[config.mk]
export PLATFORM = sky130hd
export DESIGN_NAME = unidade_controle
export DESIGN_NICKNAME = d
export VERILOG_FILES = /design/src/rtl/jogo_pkg.sv /design/src/rtl/unidade_controle.sv
export SDC_FILE = /design/constraint.sdc
export NUM_CORES = 1
export LEC_CHECK = 0
export CAP_MARGIN = 25
export CORE_MARGIN = 2
export CORE_UTILIZATION = 30
export DETAILED_ROUTE_END_ITERATION = 10
export PLACE_DENSITY = 0.78
export SLEW_MARGIN = 5
export SYNTH_ARGS = -nofsm -noshare
export SYNTH_HDL_FRONTEND = slang
export SYNTH_SLANG_ARGS = --single-unit
[constraint.sdc]
create_clock -name clock -period 1.3 [get_ports clock]
set_clock_uncertainty 0.05 [all_clocks]
set_input_delay 0.26 -clock clock [delete_from_list [all_inputs] [get_ports clock]]
set_output_delay 0.26 -clock clock [all_outputs]
set_load 0.01 [all_outputs]
[src/rtl/jogo_pkg.sv]
// rtl/jogo_pkg.sv - state codes shared by the memory-game control unit
package jogo_pkg;

  localparam int ESTADO_CODE_W = 4;

  typedef enum logic [ESTADO_CODE_W-1:0] {
    INICIAL        = 4'h0,
    PREPARACAO     = 4'h1,
    INICIO_RODADA  = 4'h2,
    ESPERA_JOGADA  = 4'h3,
    REGISTRA       = 4'h4,
    COMPARACAO     = 4'h5,
    PROXIMO        = 4'h6,
    PROXIMA_RODADA = 4'h7,
    FIM_ACERTO     = 4'hA,
    FIM_TIMEOUT    = 4'hD,
    FIM_ERRO       = 4'hE
  } estado_t;

endpackage

[src/rtl/unidade_controle.sv]
// rtl/unidade_controle.sv - Moore FSM sequencing the memory-game datapath
// Optional play-timeout path enabled by defining TIMEOUT_EN.
module unidade_controle
  import jogo_pkg::*;
#(
  parameter int ESTADO_W = 5
) (
  input  logic                clock,
  input  logic                reset,
  input  logic                iniciar,
  input  logic                igual,
  input  logic                fim_sequencia,
  input  logic                ultima_sequencia,
  input  logic                jogada_feita,
  input  logic                fim_timer,
  input  logic                fimE,
  output logic                zeraE,
  output logic                contaE,
  output logic                zeraL,
  output logic                contaL,
  output logic                zeraR,
  output logic                registraR,
  output logic                zera_timer,
  output logic                conta_timer,
  output logic                pronto,
  output logic                acertou,
  output logic                errou,
  output logic                timeout,
  output logic [ESTADO_W-1:0] db_estado
);

  estado_t state_q, state_d;

  // fimE is exported for debug only; fim_timer is dead when the timeout path is compiled out
  logic unused_inputs;
  assign unused_inputs = &{1'b0, fimE, fim_timer};

  always_ff @(posedge clock or negedge reset) begin
    if (!reset) state_q <= INICIAL;
    else        state_q <= state_d;
  end

  always_comb begin
    state_d = INICIAL;
    case (state_q)
      INICIAL:        state_d = iniciar ? PREPARACAO : INICIAL;
      PREPARACAO:     state_d = INICIO_RODADA;
      INICIO_RODADA:  state_d = ESPERA_JOGADA;
      ESPERA_JOGADA: begin
        // a play arriving together with the timeout still counts
        if (jogada_feita) state_d = REGISTRA;
`ifdef TIMEOUT_EN
        else if (fim_timer) state_d = FIM_TIMEOUT;
`endif
        else state_d = ESPERA_JOGADA;
      end
      REGISTRA:       state_d = COMPARACAO;
      COMPARACAO: begin
        if (!igual)                                 state_d = FIM_ERRO;
        else if (fim_sequencia && ultima_sequencia) state_d = FIM_ACERTO;
        else if (fim_sequencia)                     state_d = PROXIMA_RODADA;
        else                                        state_d = PROXIMO;
      end
      PROXIMO:        state_d = ESPERA_JOGADA;
      PROXIMA_RODADA: state_d = INICIO_RODADA;
      FIM_ACERTO:     state_d = iniciar ? PREPARACAO : FIM_ACERTO;
      FIM_ERRO:       state_d = iniciar ? PREPARACAO : FIM_ERRO;
`ifdef TIMEOUT_EN
      FIM_TIMEOUT:    state_d = iniciar ? PREPARACAO : FIM_TIMEOUT;
`endif
      default:        state_d = INICIAL;
    endcase
  end

  always_comb begin
    zeraE       = 1'b0;
    contaE      = 1'b0;
    zeraL       = 1'b0;
    contaL      = 1'b0;
    zeraR       = 1'b0;
    registraR   = 1'b0;
    zera_timer  = 1'b0;
    conta_timer = 1'b0;
    pronto      = 1'b0;
    acertou     = 1'b0;
    errou       = 1'b0;
    timeout     = 1'b0;
    case (state_q)
      PREPARACAO: begin
        zeraE      = 1'b1;
        zeraL      = 1'b1;
        zeraR      = 1'b1;
        zera_timer = 1'b1;
      end
      INICIO_RODADA: begin
        zeraE      = 1'b1;
        zera_timer = 1'b1;
      end
`ifdef TIMEOUT_EN
      ESPERA_JOGADA: conta_timer = 1'b1;
`endif
      REGISTRA:       registraR  = 1'b1;
      COMPARACAO:     zera_timer = 1'b1;
      PROXIMO:        contaE     = 1'b1;
      PROXIMA_RODADA: contaL     = 1'b1;
      FIM_ACERTO: begin
        pronto  = 1'b1;
        acertou = 1'b1;
      end
      FIM_ERRO: begin
        pronto = 1'b1;
        errou  = 1'b1;
      end
`ifdef TIMEOUT_EN
      FIM_TIMEOUT: begin
        pronto  = 1'b1;
        timeout = 1'b1;
      end
`endif
      default: ;
    endcase
  end

  assign db_estado = ESTADO_W'(state_q);

endmodule

==> flow_metrics.tcl <==
set metrics [dict create \
    ys_warn_count 0 \
    synth_edf_count 0 \
    slew_viol_final 0 \
    end_kind "primary output" \
    rsz0062_at_grt "true" \
    cts_tree "yes" \
    timing.final.crit_share_pct 123 \
    ant_nets 0 \
    wirelength_mm 1.29 \
    ys_seq_area_share_pct 24.8 \
    p_leak_nw 0.387 \
    r2r-start "state_q[1]" \
    fmax_mhz 628 \
    hold_buffers 0 \
    power_frac_comb_pct 74.5 \
    ys_async_sr_fraction_pct 100 \
    die_width_microns 40.6 \
    routabilityCongestion 0.837 \
    die_y_microns 40.6 \
    power_frac_clock_pct 9.7 \
    grt.overflow.total 0 \
    peakVddDrop_uv 756 \
    cp-start-kind "register" \
    seq_power_share_pct 15.8 \
    antenna_found_initial 0 \
    regToRegEndpoint "state_q[2]" \
    post_drt_wl_per_cell_microns 13.1 \
    reg_top3 "state_q x4" \
    crit_end "zera_timer" \
    clk_path_buf_depth 2 \
    fill_cells 118 \
    grt_pass1_wl_mm 2.09 \
    clk_pin_slew_ps 40 \
    syn_area_sq_um 403 \
    ys_top_cells_by_count "buf_4, nor2_1, dfrtp_1" \
    maxCapViolations 0 \
    crit_arrival_ps 1280 \
    first_iter_violations 8 \
    powerDensity_nw_per_um2 2020 \
    tritoncts.num_buffers 3 \
    core.rowCount 13 \
    finalCriticalPeriod_ps 1590 \
    first_global_vias 471 \
    grt_max_degree 7 \
    largest_register_ffs 4 \
    start_util_pct 31.4 \
    synthCells 46 \
    total_power_mw 1.58 \
    grt_util_all_layers_pct 20.7 \
    diodes 0 \
    crit_required_ps 990 \
    path_max_fanout 4 \
    yosysTopAreaCell "dfrtp_1" \
    nets 95 \
    yosysMostFrequentCell "buf_4" \
    route.detailed.drc 0 \
    clock_latency_ps 230 \
    synth_top_area_share_pct 24.8 \
    ys_types 28 \
    finalSetupViolCount 15 \
    syn_to_final_growth_pct 94.1 \
    viasPerCell 4.80 \
    critPathLaunch "state_q[1]" \
    top_register "state_q" \
    r2r_cells 6 \
    ys_seq_elements 4 \
    synthTopCellsByArea "dfrtp_1, buf_4, nand2b_4, buf_6, nor2_1" \
    crit_type "reg -> out" \
    hold_violations 0 \
    coreArea_sq_um 1280 \
    fp.dieArea_sq_um 1650 \
    r2r_setup_slack_ps -280 \
    p_sw_share_pct 39.9 \
    p_sw_mw 0.631 \
    hpwl_microns 890 \
    seqCellArea_sq_um 104 \
    synth_ff_type "dfrtp_1" \
    fin_ws_ps -293 \
    status "complete, but fails checks" \
    cts.sinks 4 \
    hp-class "in -> async" \
    timing.setup.tns_ps -2520 \
    multi_input_area_sq_um 280 \
    io_buffer_count 20 \
    vias 475 \
    violations "setup timing" \
    syn_area_per_cell_sq_um 8.76 \
    power.internal_mw 0.952 \
    first_pass_iters 4 \
    pin_count 26 \
    drive_above_1_share_pct 66.7 \
    clock-root-buffer "clkbuf_4" \
    h-tree-depth 1 \
]
-- worst max-delay path, stage by stage, from the launching register on --
cell and delay (ps):
dfrtp_2 440, nand2b_4 170, a211oi_4 200, or2_1 120, buf_2 120
-- worst min path at each step --
stage	slack [ps]	cells after the start	start	endpoint
6_report	180	1	reset	state_q[0]
5_1_grt	180	1	reset	state_q[0]
4_1_cts	180	1	reset	state_q[0]
3_5_place_dp	430	1	reset	state_q[3]
3_3_place_gp	420	1	reset	state_q[2]
2_1_floorplan	-90	0	reset	state_q[0]
-- metrics by stage --
step	util [%]	instance area, sq um	setup WS, ps	std cells	hold slack (ps)
2_1_floorplan	-	440	-160	48	-85.6
4_1_cts	60.2	773	-288	99	178
6_report	60.9	782	-293	99	181
3_3_place_gp	53.7	689	-458	89	422
5_1_grt	60.9	782	-372	99	179
3_5_place_dp	53.7	689	-472	89	426
-- per-layer routing --
layer	GRT usage, %	wire [microns]	vias to the layer above
met2	38.5	729	19
met1	21.5	491	226
met3	3.26	58	2
li1	-	-	228
met5	0	0	-
met4	12.5	14	0
-- kinds of logic after synthesis --
kind of cell / share of synthesized area [%]
and+or+nand+nor: 32.0
buffers and inverters: 19.6
AOI/OAI and AO/OA: 22.7
DFF: 24.8
other: 0.931
-- timing repair --
item	4_1_cts	5_1_grt
pin swaps	4	1
cloned	0	0
setup buffers	9	0
endpoints found under the setup margin	16	16
resized for setup	75	2
-- power by group through the flow --
stage | clock (mW) | sequential (mW) | combinational (mW)
global route | 0.179 | 0.255 | 1.28
detailed placement | 0 | 0.254 | 1.07
finish | 0.153 | 0.250 | 1.18
CTS | 0.155 | 0.244 | 1.15
global placement | 0 | 0.253 | 1.05
floorplan | 0 | 0.229 | 0.636
-- cell usage in the layout, fill, tap and decap left out, drive strengths merged, types with 3 or more instances in the layout --
cell,netlist,final
nand2b,3,3
conb,1,3
clkdlybuf4s50,0,6
buf,8,35
inv,3,3
clkbuf,0,3
nor2,5,5
dfrtp,4,4
-- final cells by class --
cell class                      count  share of cell area (%)
Inverter                            3                    1.44
Multi-Input combinational cell     33                    35.8
Timing Repair Buffer               41                    44.2
Clock buffer                        3                    2.88
Sequential cell                     4                    13.3
Tap cell                           15                    2.40
Power figures use the tool's default switching activity.
